### config.mk
export PLATFORM = sky130hd
export DESIGN_NAME = mult_div_unit
export DESIGN_NICKNAME = d
export VERILOG_FILES = /design/src/rtl/mdu_pkg.sv /design/src/rtl/mdu_sign_fix.sv /design/src/rtl/mult_div_unit.sv
export SDC_FILE = /design/constraint.sdc
export NUM_CORES = 1
export LEC_CHECK = 0
export CAP_MARGIN = 30
export CORE_UTILIZATION = 49
export CTS_CLUSTER_SIZE = 25
export DETAILED_ROUTE_END_ITERATION = 6
export PLACE_DENSITY = 0.71
export SETUP_SLACK_MARGIN = 0.1
export SLEW_MARGIN = 20
export SYNTH_ARGS = -nofsm -noshare
export SYNTH_HDL_FRONTEND = slang
export SYNTH_SLANG_ARGS = --single-unit
### constraint.sdc
create_clock -name clk -period 11 [get_ports clk]
set_input_delay 1.1 -clock clk [delete_from_list [all_inputs] [get_ports clk]]
set_output_delay 1.1 -clock clk [all_outputs]
set_load 0.05 [all_outputs]
### src/rtl/mdu_pkg.sv
// ============================================================================
// Module   : mdu_pkg
// Purpose  : Shared types for the multiply/divide unit: operation encoding,
//            FSM state enumeration and small decode helpers.
// Revision : 1.0 - initial release
// ============================================================================
`default_nettype none

package mdu_pkg;

  // Operation select as presented on the op port.
  typedef enum logic [1:0] {
    OP_MULTU = 2'b00,
    OP_MULT  = 2'b01,
    OP_DIVU  = 2'b10,
    OP_DIV   = 2'b11
  } op_e;

  // Control FSM states.
  typedef enum logic [1:0] {
    IDLE = 2'b00,
    CALC = 2'b01,
    FIN  = 2'b10
  } state_e;

  function automatic logic op_is_div(input op_e o);
    return (o == OP_DIVU) || (o == OP_DIV);
  endfunction

  function automatic logic op_is_signed(input op_e o);
    return (o == OP_MULT) || (o == OP_DIV);
  endfunction

endpackage

`default_nettype wire

### src/rtl/mdu_sign_fix.sv
// ============================================================================
// Module   : mdu_sign_fix
// Purpose  : Conditional two's-complement negate. Used both to turn signed
//            operands into magnitudes and to re-apply result signs.
// Ports    : val_i - input value
//            neg_i - 1: output is -val_i, 0: output is val_i
//            res_o - conditioned value
// Revision : 1.0 - initial release
// ============================================================================
`default_nettype none

module mdu_sign_fix #(
  parameter int WIDTH = 32
) (
  input  logic [WIDTH-1:0] val_i,
  input  logic             neg_i,
  output logic [WIDTH-1:0] res_o
);

  // The most-negative value negates to itself, which read as unsigned is
  // exactly its magnitude, so no special case is required.
  assign res_o = neg_i ? (~val_i + {{(WIDTH-1){1'b0}}, 1'b1}) : val_i;

endmodule

`default_nettype wire

### src/rtl/mult_div_unit.sv
// ============================================================================
// Module   : mult_div_unit
// Purpose  : Iterative MIPS-style HI/LO multiply/divide unit. One iteration
//            per clock (shift-add multiply, restoring divide) on operand
//            magnitudes, with sign correction applied in a final cycle.
// Ports    : clk, rst            - clock, async active-high reset
//            start, op, a, b     - operation request (accepted in IDLE only)
//            hi_we, lo_we, wdata - direct HI/LO writes (IDLE only)
//            busy, done          - in-progress flag, one-cycle completion
//            div_by_zero         - valid with done; divisor was zero
//            hi, lo              - architectural HI/LO registers
// Revision : 1.0 - initial release
// ============================================================================
`default_nettype none

module mult_div_unit
  import mdu_pkg::*;
#(
  parameter int WIDTH = 32
) (
  input  logic             clk,
  input  logic             rst,
  input  logic             start,
  input  logic [1:0]       op,
  input  logic [WIDTH-1:0] a,
  input  logic [WIDTH-1:0] b,
  input  logic             hi_we,
  input  logic             lo_we,
  input  logic [WIDTH-1:0] wdata,
  output logic             busy,
  output logic             done,
  output logic             div_by_zero,
  output logic [WIDTH-1:0] hi,
  output logic [WIDTH-1:0] lo
);

  localparam int               CNT_W     = $clog2(WIDTH);
  localparam logic [CNT_W-1:0] LAST_ITER = CNT_W'(WIDTH - 1);

  state_e             state_q, state_d;
  logic [WIDTH-1:0]   hi_q, hi_d, lo_q, lo_d;
  logic [WIDTH-1:0]   acc_hi_q, acc_hi_d;   // product high half / remainder
  logic [WIDTH-1:0]   acc_lo_q, acc_lo_d;   // multiplier bits / quotient
  logic [WIDTH-1:0]   opnd_q, opnd_d;       // multiplicand / divisor magnitude
  logic [CNT_W-1:0]   cnt_q, cnt_d;
  logic               is_div_q, is_div_d;
  logic               neg_q, neg_d;         // product / quotient sign
  logic               rem_neg_q, rem_neg_d; // remainder sign
  logic               dz_q, dz_d;
  logic               done_q, done_d;
  logic               dzo_q, dzo_d;

  op_e                op_sel;
  logic               start_ok;
  logic               a_neg, b_neg;
  logic [WIDTH-1:0]   a_mag, b_mag;
  logic [2*WIDTH-1:0] prod_fix;
  logic [WIDTH-1:0]   quo_fix, rem_fix;
  logic [WIDTH:0]     mul_sum;
  logic [WIDTH:0]     div_shift;
  logic [WIDTH-1:0]   div_diff;
  logic               div_ok;

  assign op_sel   = op_e'(op);
  assign start_ok = (state_q == IDLE) && start;
  assign a_neg    = op_is_signed(op_sel) && a[WIDTH-1];
  assign b_neg    = op_is_signed(op_sel) && b[WIDTH-1];

  // Operand conditioning.
  mdu_sign_fix #(.WIDTH(WIDTH)) u_fix_a (.val_i(a), .neg_i(a_neg), .res_o(a_mag));
  mdu_sign_fix #(.WIDTH(WIDTH)) u_fix_b (.val_i(b), .neg_i(b_neg), .res_o(b_mag));

  // Result correction.
  mdu_sign_fix #(.WIDTH(2*WIDTH)) u_fix_prod (
    .val_i({acc_hi_q, acc_lo_q}), .neg_i(neg_q), .res_o(prod_fix)
  );
  mdu_sign_fix #(.WIDTH(WIDTH)) u_fix_quo (.val_i(acc_lo_q), .neg_i(neg_q),     .res_o(quo_fix));
  mdu_sign_fix #(.WIDTH(WIDTH)) u_fix_rem (.val_i(acc_hi_q), .neg_i(rem_neg_q), .res_o(rem_fix));

  // Multiply step: add multiplicand when the current multiplier LSB is set,
  // then shift the {acc_hi, acc_lo} pair right, carry entering the top.
  assign mul_sum   = {1'b0, acc_hi_q} + (acc_lo_q[0] ? {1'b0, opnd_q} : '0);

  // Divide step: shift the next dividend bit into the partial remainder and
  // keep the difference only when it does not go negative. When it does fit,
  // the true difference is below the divisor, so the low WIDTH bits suffice.
  assign div_shift = {acc_hi_q, acc_lo_q[WIDTH-1]};
  assign div_ok    = div_shift >= {1'b0, opnd_q};
  assign div_diff  = div_shift[WIDTH-1:0] - opnd_q;

  // FSM state register.
  always_ff @(posedge clk or posedge rst) begin
    if (rst) state_q <= IDLE;
    else     state_q <= state_d;
  end

  // FSM next state.
  always_comb begin
    state_d = state_q;
    case (state_q)
      IDLE:    if (start) state_d = CALC;
      CALC:    if (cnt_q == LAST_ITER) state_d = FIN;
      FIN:     state_d = IDLE;
      default: state_d = IDLE;
    endcase
  end

  // Datapath next state.
  always_comb begin
    hi_d      = hi_q;
    lo_d      = lo_q;
    acc_hi_d  = acc_hi_q;
    acc_lo_d  = acc_lo_q;
    opnd_d    = opnd_q;
    cnt_d     = cnt_q;
    is_div_d  = is_div_q;
    neg_d     = neg_q;
    rem_neg_d = rem_neg_q;
    dz_d      = dz_q;
    done_d    = 1'b0;
    dzo_d     = 1'b0;
    case (state_q)
      IDLE: begin
        if (start_ok) begin
          acc_hi_d  = '0;
          acc_lo_d  = a_mag;
          opnd_d    = b_mag;
          cnt_d     = '0;
          is_div_d  = op_is_div(op_sel);
          neg_d     = a_neg ^ b_neg;
          rem_neg_d = a_neg;
          dz_d      = op_is_div(op_sel) && (b == '0);
        end else begin
          if (hi_we) hi_d = wdata;
          if (lo_we) lo_d = wdata;
        end
      end
      CALC: begin
        cnt_d = cnt_q + CNT_W'(1);
        if (is_div_q) begin
          acc_hi_d = div_ok ? div_diff : div_shift[WIDTH-1:0];
          acc_lo_d = {acc_lo_q[WIDTH-2:0], div_ok};
        end else begin
          acc_hi_d = mul_sum[WIDTH:1];
          acc_lo_d = {mul_sum[0], acc_lo_q[WIDTH-1:1]};
        end
      end
      FIN: begin
        done_d = 1'b1;
        dzo_d  = dz_q;
        // A zero divisor leaves HI/LO untouched; only the flag reports it.
        if (!dz_q) begin
          if (is_div_q) begin
            hi_d = rem_fix;
            lo_d = quo_fix;
          end else begin
            {hi_d, lo_d} = prod_fix;
          end
        end
      end
      default: ;
    endcase
  end

  // Datapath registers.
  always_ff @(posedge clk or posedge rst) begin
    if (rst) begin
      hi_q      <= '0;
      lo_q      <= '0;
      acc_hi_q  <= '0;
      acc_lo_q  <= '0;
      opnd_q    <= '0;
      cnt_q     <= '0;
      is_div_q  <= 1'b0;
      neg_q     <= 1'b0;
      rem_neg_q <= 1'b0;
      dz_q      <= 1'b0;
      done_q    <= 1'b0;
      dzo_q     <= 1'b0;
    end else begin
      hi_q      <= hi_d;
      lo_q      <= lo_d;
      acc_hi_q  <= acc_hi_d;
      acc_lo_q  <= acc_lo_d;
      opnd_q    <= opnd_d;
      cnt_q     <= cnt_d;
      is_div_q  <= is_div_d;
      neg_q     <= neg_d;
      rem_neg_q <= rem_neg_d;
      dz_q      <= dz_d;
      done_q    <= done_d;
      dzo_q     <= dzo_d;
    end
  end

  assign busy        = (state_q != IDLE);
  assign done        = done_q;
  assign div_by_zero = dzo_q;
  assign hi          = hi_q;
  assign lo          = lo_q;

endmodule

`default_nettype wire
==> run summary, run 1 <==
The placed instance count is about 2300. The worst setup path is captured at a flop. After layout, the design draws a total of roughly 6.3 mW.

The number of antenna violations at the first check in global routing is 0. Dividing total power by cell area gives a power density of 373 nW/um^2. The most numerous cell type found on the critical path is sky130_fd_sc_hd__o21ai_0.

The net count after synthesis came out at 2012. The relative max-transition margin is about 44%. The count of input and output buffers is ~170. The slowest stage of the critical path belongs to the cell sky130_fd_sc_hd__dfrtp_1. The number of antenna cells inserted came out at 0. The switching share of power is 53.8%. The number of storage elements in the synthesis netlist came out at 173. The number of post-CTS setup repair buffers came out at 0. The area growth from synthesis to layout came out at 17.9%. The share of total power in sequential cells is between 20 and 25%. The post-synthesis instance area came out at ~14000 um^2.

The highest ir drop seen on vdd came out at approximately 150 uV. The clock buffer count from CTS is 17. The worst hold path belongs to the class flop to flop. The category of the most critical setup path is flop to flop. From left edge to right edge, the die measures approximately 170 um. The number of maximum-capacitance constraint violations is 0. The half-perimeter wire length after detailed placement is 35400 um. Clock tree synthesis found a total of 173 sinks.

The starting utilization of the core area came out at 49.8%. Along the worst path, the maximum fanout reaches 52. The number of I/O pins is between 150 and 200. The count of antenna-violating nets left after detailed routing is 0. In this run the critical register-to-register path is launched from acc_hi_q[9]. Entering global routing, the biggest net connects 70 pins. For this run, asynchronously set or reset flops after synthesis account for 100%. The logic gate share of total power came out at between 60% and 70%. The final global-route overflow total is 0. For the final routed database, the setup TNS stands at 0 ns. For the pin with the worst max-slew slack, the measured transition is between 0.8 and 0.9 ns. The tree is rooted in a sky130_fd_sc_hd__clkbuf_16. The clock-pin slew reported for the worst setup and hold paths after clock tree synthesis came out at around 0.080 ns. The final net count came out at around 2100. The TritonCTS clock tree is yes. For this run, design rule violations remaining after detail routing come to 10. The static leakage is between 7 and 8 nW. In the routed layout, each cell is associated on average with a via count of 6.06. For this block, the via count after detailed routing is 14131. The post-synthesis cell count is 1837.

The final layout contains routed wiring with a total length of between 40000 and 50000 um. The finished layout holds around 2300 standard cells, fillers aside. The worst slack on hold paths is about 0.48 ns. The number of instances resized during post-cts repair is 0. For the worst setup path, the data arrival time is between 4 and 5 ns. The worst setup path is launched from a flop. The checks that failed: DRC.

In the layout the commonest cells are sky130_fd_sc_hd__nand2_1 (256), sky130_fd_sc_hd__o21ai_0 (213), sky130_fd_sc_hd__nor2_1 (189). The distinct cell type count after synthesis is 73. The via count of the first global-routing pass is 12881. The number of setup violations in the final report is 0. The worst endpoint required time came out at about 11 ns.

The total count of hold-check failures in the final report came to 0. The fraction of the cycle the final worst path needs is a little over a third. Setup repair after global routing left no endpoint under its margin. The clock reaches the later pin of the worst-skew pair after around 0.45 ns. The kind of cell with the highest combined delay along the critical path is compound AO/OA/AOI/OAI gates. The flow ran to the end, but the final reports show violations. The number of DRC markers in iteration 0 came out at 1383. The number of buffers and inverters on the critical path is 1. Traced cell by cell, the critical path runs through ha_1 > a21oi_1 > o21ai_0 > a41o_1 > a211oi_1 > nor2_1 > a41oi_4 > buf_4 > nand2b_1 > o21ai_0 > a221o_1.

For this run, the register share of the synthesized area comes to 30.3%. The startpoint of the most critical hold path is hi[11]. The largest single stage delay on the critical path is between 0.5 and 0.6 ns. The achievable clock frequency is approximately 0.25 GHz.

The number of warnings reported in the yosys synthesis log came out at 0. The max-slew violation total from the final report is 0. The start point of the critical path is acc_hi_q[9].

The overall routing resource usage came out at a little under a third. The chip height is approximately 170 um. The setup skew after layout came out at between 0.01 and 0.015 ns. In this run the core area contains slightly above 60 standard-cell rows.

Leaving out fill and tap cells, the most frequent cell in the layout is sky130_fd_sc_hd__nand2_1. The routed length per placed instance came out at ~20 um. The level count of the clock H-tree came out at 4. Of the total power, the clock network draws 9.9%. The fraction of final layout cells with drive strength greater than 1 came out at roughly 4.3%. The internal power came out at a little under 3 mW.

Hold repair after CTS inserted 0 buffers. The core region area came out at about 29000 um^2. The first global-routing pass estimated ~73000 um of wire.

The post-synthesis average cell area came out at roughly 7.8 um^2. The weighted congestion reported at the end of routability-driven placement is 0.930. The number of synthesized flops with an enable pin is 0. The die area is roughly 30000 um^2. The first-pass detailed-route iteration total came out at 7.

The number of buffers between clock root and the deepest sink is 2. For this design the total switching power over the nets is about 3.4 mW. The final non-filler cell area came out at approximately 17000 um^2. The post-route minimum period is ~4 ns. The commonest register cell after synthesis is sky130_fd_sc_hd__dfrtp_1. After detailed placement, the total cell area comes to 16300 um^2.
## per-stage QoR
stage / setup slack, ns / utilization, %
finish: 6.99 / 58.7
global route: 6.82 / 58.7
CTS: 7.06 / 58.7
detailed placement: 6.79 / 56.7
global placement: 6.80 / 56.5
floorplan: 5.21 / -
## worst register-to-register path, cell delays in order (launching register included)
cell and delay (ns):
sky130_fd_sc_hd__dfrtp_1 0.55, sky130_fd_sc_hd__ha_1 0.48, sky130_fd_sc_hd__a21oi_1 0.34, sky130_fd_sc_hd__o21ai_0 0.17, sky130_fd_sc_hd__a41o_1 0.27, sky130_fd_sc_hd__a211oi_1 0.45
sky130_fd_sc_hd__nor2_1 0.20, sky130_fd_sc_hd__a41oi_4 0.25, sky130_fd_sc_hd__buf_4 0.52, sky130_fd_sc_hd__nand2b_1 0.29, sky130_fd_sc_hd__o21ai_0 0.11, sky130_fd_sc_hd__a221o_1 0.26
## routing by layer
layer	track usage, %	wire [um]
met1	46.6	21700
met2	45.8	19700
met3	3.98	3800
met4	8.96	1060
met5	0	0
## registers in the layout (all words and copies together) (netlist names)
name         cells
div_by_zero      1
acc_lo_q        32
cnt_q            5
hi              32
done             1
state_q          2
opnd_q          32
lo              32
rem_neg_q        1
dz_q             1
is_div_q         1
acc_hi_q        32
neg_q            1
## cells in the mapped netlist, types with 13 or more instances
cell type | count | area, um^2
sky130_fd_sc_hd__xnor2_1 | 93 | 815
sky130_fd_sc_hd__nand3_1 | 22 | 110
sky130_fd_sc_hd__or3_1 | 15 | 93.8
sky130_fd_sc_hd__ha_1 | 70 | 876
sky130_fd_sc_hd__nor3_1 | 23 | 115
sky130_fd_sc_hd__and3_1 | 13 | 81.3
sky130_fd_sc_hd__nand4_1 | 16 | 100
sky130_fd_sc_hd__a31oi_1 | 19 | 119
sky130_fd_sc_hd__nor4_1 | 16 | 100
sky130_fd_sc_hd__and2_1 | 13 | 81.3
sky130_fd_sc_hd__o31ai_1 | 44 | 330
sky130_fd_sc_hd__nand2_1 | 256 | 961
sky130_fd_sc_hd__a21oi_1 | 133 | 666
sky130_fd_sc_hd__nand2b_1 | 19 | 119
sky130_fd_sc_hd__nor2_1 | 189 | 709
sky130_fd_sc_hd__mux2i_1 | 39 | 390
sky130_fd_sc_hd__a211oi_1 | 14 | 105
sky130_fd_sc_hd__o21a_1 | 15 | 113
sky130_fd_sc_hd__o21ai_0 | 213 | 1070
sky130_fd_sc_hd__a221o_1 | 15 | 150
sky130_fd_sc_hd__a21o_1 | 23 | 173
sky130_fd_sc_hd__clkbuf_1 | 93 | 349
sky130_fd_sc_hd__xor2_1 | 77 | 674
sky130_fd_sc_hd__inv_1 | 55 | 206
sky130_fd_sc_hd__dfrtp_1 | 173 | 4330
## power groups by stage
stage | Sequential, mW | Clock [mW] | Combinational (mW)
final | 1.42 | 0.620 | 4.25
after global routing | 1.46 | 0.648 | 4.64
after CTS | 1.40 | 0.622 | 4.18
after detailed placement | 1.41 | 0 | 4.17
after global placement | 1.39 | 0 | 4.13
after floorplan | 1.60 | 0 | 2.76
## path summary, 6_finish.rpt
check / endpoint / slack [ns] / cells past startpoint
max in group asynchronous: is_div_q / 8.30 / 4
max: acc_hi_q[18] / 6.99 / 11
min: hi[11] / 0.48 / 2
max reg2reg: acc_hi_q[18] / 6.99 / 11
min in group asynchronous: div_by_zero / 1.08 / 2
min reg2reg: hi[11] / 0.48 / 2
## kinds of logic (layout without fill, tap and decap cells)
group,Yosys count,in the layout,share of synthesized area [%]
buffers and inverters,166,276,4.44
AND/OR/NAND/NOR,634,634,20.1
multiplexers,43,43,3.05
AO/OA/AOI/OAI,579,579,25.3
XOR/XNOR,170,170,10.4
adder cells (fa/ha/maj),72,72,6.41
flip-flops,173,173,30.3
## cell type report
| class | instances | area [um^2] |
|---|---|---|
| Clock inverter | 14 | 148 |
| Tap cell | 384 | 480 |
| Multi-Input combinational cell | 1498 | 9380 |
| Inverter | 57 | 219 |
| Clock buffer | 17 | 425 |
| Timing Repair Buffer | 188 | 1880 |
| Sequential cell | 173 | 4330 |
| Fill cell | 2671 | 11800 |
No activity file was read; power rests on OpenSTA's default activity.
==> inputs of run 2 (changes only) <==
--- a/config.mk
+++ b/config.mk
@@ -9,7 +9,7 @@
 export CORE_UTILIZATION = 49
 export CTS_CLUSTER_SIZE = 25
 export DETAILED_ROUTE_END_ITERATION = 6
-export PLACE_DENSITY = 0.71
+export PLACE_DENSITY = 0.74
 export SETUP_SLACK_MARGIN = 0.1
 export SLEW_MARGIN = 20
 export SYNTH_ARGS = -nofsm -noshare
==> constraint.sdc (replaced) <==
create_clock -name clk -period 3.6 [get_ports clk]
set_input_delay 0.36 -clock clk [delete_from_list [all_inputs] [get_ports clk]]
set_output_delay 0.36 -clock clk [all_outputs]
set_load 0.05 [all_outputs]
==> run 2 against run 1 <==
The flow now finishes without violations; via count increased by 4.3%; critical path depth is 1 higher; non-clock buffer count up 83; maximum frequency rose by 20%; first-iteration DRC count increased by 18%; routed wire length grew 5.3%; sequential power grew to 2.7 times the previous value; sequential share of layout area shrank 1.0 points; clock-buffer cell count did not move; register-to-register slack lost 6.7 ns; die area stayed put.
==> run summary, run 2 (synthesized netlist as in run 1, its figures left out) <==
The fraction of the cycle the final worst path needs is 93.0%. The total count of hold-check failures in the final report is 0. The footprint of the multi-input gates is between 9000 and 10000 um^2. The layout filler cell count came out at ~2600. After detailed routing, the number of remaining DRC violations is 0. The worst slack on hold paths came out at about 0.37 ns.

The max-slew violation total from the final report is 0. The static leakage is around 7.5 nW. The weighted congestion reported at the end of routability-driven placement came out at a little under 1. The clock sink count is roughly 170. The buffer cell driving the clock tree root is sky130_fd_sc_hd__clkbuf_16.

The total area of sequential cells is 4330 um^2. In this run the critical register-to-register path is captured at acc_hi_q[19]. The total power came out at around 20 mW. The data arrival time of the critical path is 3.67 ns.

In the final timing run, aggregate negative setup slack is 0 ns. The via count of the first global-routing pass is roughly 14000. The setup skew after layout is 0.0175 ns. Dividing total power by cell area gives a power density of about 1200 nW/um^2. The top cell types in the final layout, fill and taps aside, are sky130_fd_sc_hd__nand2_1 (256), sky130_fd_sc_hd__o21ai_0 (212), sky130_fd_sc_hd__nor2_1 (189). Setup violations remaining at the end of the flow were counted as 0.

Entering global routing, the biggest net connects between 100 and 150 pins. The floorplan step defined a core boundary enclosing 28700 um^2. The number of antenna cells inserted is 0. Across the run, the number of max-cap violations was 0. The number of hold buffers added after CTS was 0. The startpoint identified for the worst register-to-register timing path is opnd_q[0]. The placed instance count came out at around 2400. The number of post-CTS setup repair buffers came out at 0. TritonCTS built the clock tree.

The starting utilization of the core area is between 40 and 50%. Port buffering added 169 buffers. The number of I/O pins came out at 170.

The number of DRC markers in iteration 0 is between 1500 and 2000. The achievable clock frequency came out at between 0.2 and 0.3 GHz. The path class of the tightest hold or removal check is input port to asynchronous set/reset pin. The number of antenna violations at the first check in global routing was 1.

The first-pass detailed-route iteration total came out at 6. The net count of the finished layout is between 2000 and 2500. The wire-length estimate of the detail-placed layout is ~38000 um. The clock buffer count from CTS is 17. The pre-CTS setup slack came out at slightly below 0.09 ns.

The fraction of final layout cells with drive strength greater than 1 came out at around 8.5%. Setup repair after global routing left no endpoint under its margin. The floorplan step set the die width to around 170 um. Headroom to the max-slew limit came out at 48.9%. The number of buffers between clock root and the deepest sink is 2. The category of the most critical setup path is flop to flop. The final global-route overflow total came out at 0.

Clock-pin slew was measured on the worst setup and hold paths at 0.08 ns. The run finished with clean final reports. The share of the core filled with cells came out at between 60% and 70%. For the pin with the worst max-slew slack, the measured transition is around 0.77 ns. The clock latency on the worst-skew pair came out at around 0.45 ns. The area after detailed placement came out at ~17000 um^2. The total via count after detailed routing came out at ~15000.

The worst-case IR drop observed on VDD is between 500 and 600 uV. The chip height is roughly 170 um. The first global-routing pass estimated 76800 um of wire.

The overall routing resource usage is between 30 and 40%. The worst setup slack for register-to-register paths is 0.25 ns. The area growth from synthesis to layout came out at 22.7%.

The depth of the worst register-to-register path is 12. Once detail routing completed, the nets flagged for antenna violations numbered 0. The worst setup path is captured at a flop.

The level count of the clock H-tree came out at 4. The worst setup path is launched from a flop. For the worst setup path, the data required time is 3.93 ns. In this run the core area contains 62 standard-cell rows. The die area is 29900 um^2. The final non-filler cell area is 17500 um^2. The post-route minimum period is 3.35 ns. The final wirelength came out at about 50000 um. Leaving out fill and tap cells, the most frequent cell in the layout is sky130_fd_sc_hd__nand2_1.

The count of non-filler cells in the finished layout is 2415. The maximum net fanout on the critical path is 5. In the final routed layout, each cell accounts on average for 20.2 um. After layout, the worst setup slack is around 0.25 ns.

Using the TritonRoute via totals, the vias-per-cell ratio works out to between 6 and 7.
[run 2: worst max-delay path, cell delays in order (launching register included)]
cell	delay, ns
sky130_fd_sc_hd__dfrtp_1	0.46
sky130_fd_sc_hd__and2_1	0.17
sky130_fd_sc_hd__ha_1	0.18
sky130_fd_sc_hd__inv_1	0.06
sky130_fd_sc_hd__fa_1	0.37
sky130_fd_sc_hd__nand2b_1	0.21
sky130_fd_sc_hd__a21oi_1	0.22
sky130_fd_sc_hd__o21ai_0	0.26
sky130_fd_sc_hd__o21ai_0	0.50
sky130_fd_sc_hd__a31oi_1	0.20
sky130_fd_sc_hd__xor2_1	0.21
sky130_fd_sc_hd__nor2_1	0.07
sky130_fd_sc_hd__a221o_1	0.30
[run 2: worst max-delay path by stage]
stage	start	to	slack, ns	cells past startpoint
3_5_place_dp	b[8]	opnd_q[29]	0.09	9
6_report	opnd_q[0]	acc_hi_q[19]	0.25	12
5_1_grt	opnd_q[0]	acc_hi_q[19]	0.11	12
3_3_place_gp	b[8]	opnd_q[29]	0.22	9
4_1_cts	acc_lo_q[31]	acc_hi_q[30]	0.21	13
2_1_floorplan	acc_hi_q[9]	acc_hi_q[17]	0.42	12
[run 2: timing repair]
action                                  4_1_cts  5_1_grt
resized for setup                             0        6
endpoints found under the setup margin        0       12
hold endpoints to repair                      0        0
[run 2: area by class of cell]
type / instances / area share, %
sequential: 173 / 24.7
timing repair buffer: 271 / 14.4
inverter: 57 / 1.24
tap: 384 / 2.74
multi-input combinational: 1498 / 53.6
clock inverter: 15 / 0.977
clock buffer: 17 / 2.42
[run 2: where the power goes]
group | internal [mW] | leakage [nW] | switching [mW]
Sequential | 2.94 | 2.10 | 0.920
Clock | 0.940 | 0.289 | 0.991
Combinational | 5.77 | 5.09 | 8.80
[run 2: metal layers]
| layer | vias up | routed length [um] | global-route usage, % |
|---|---|---|---|
| met5 | - | 0 | 0 |
| met4 | 0 | 1650 | 12.5 |
| met3 | 90 | 3870 | 4.20 |
| met2 | 710 | 21800 | 51.0 |
| met1 | 6997 | 21400 | 45.5 |
| li1 | 6936 | - | - |
==> inputs of run 3 (changes only) <==
--- a/config.mk
+++ b/config.mk
@@ -5,6 +5,7 @@
 export SDC_FILE = /design/constraint.sdc
 export NUM_CORES = 1
 export LEC_CHECK = 0
+export ABC_CLOCK_PERIOD_IN_PS = 3600
 export CAP_MARGIN = 30
 export CORE_UTILIZATION = 49
 export CTS_CLUSTER_SIZE = 25
==> results of run 3 <==
The final DEF is identical to that of run 2; final timing and power are the same.
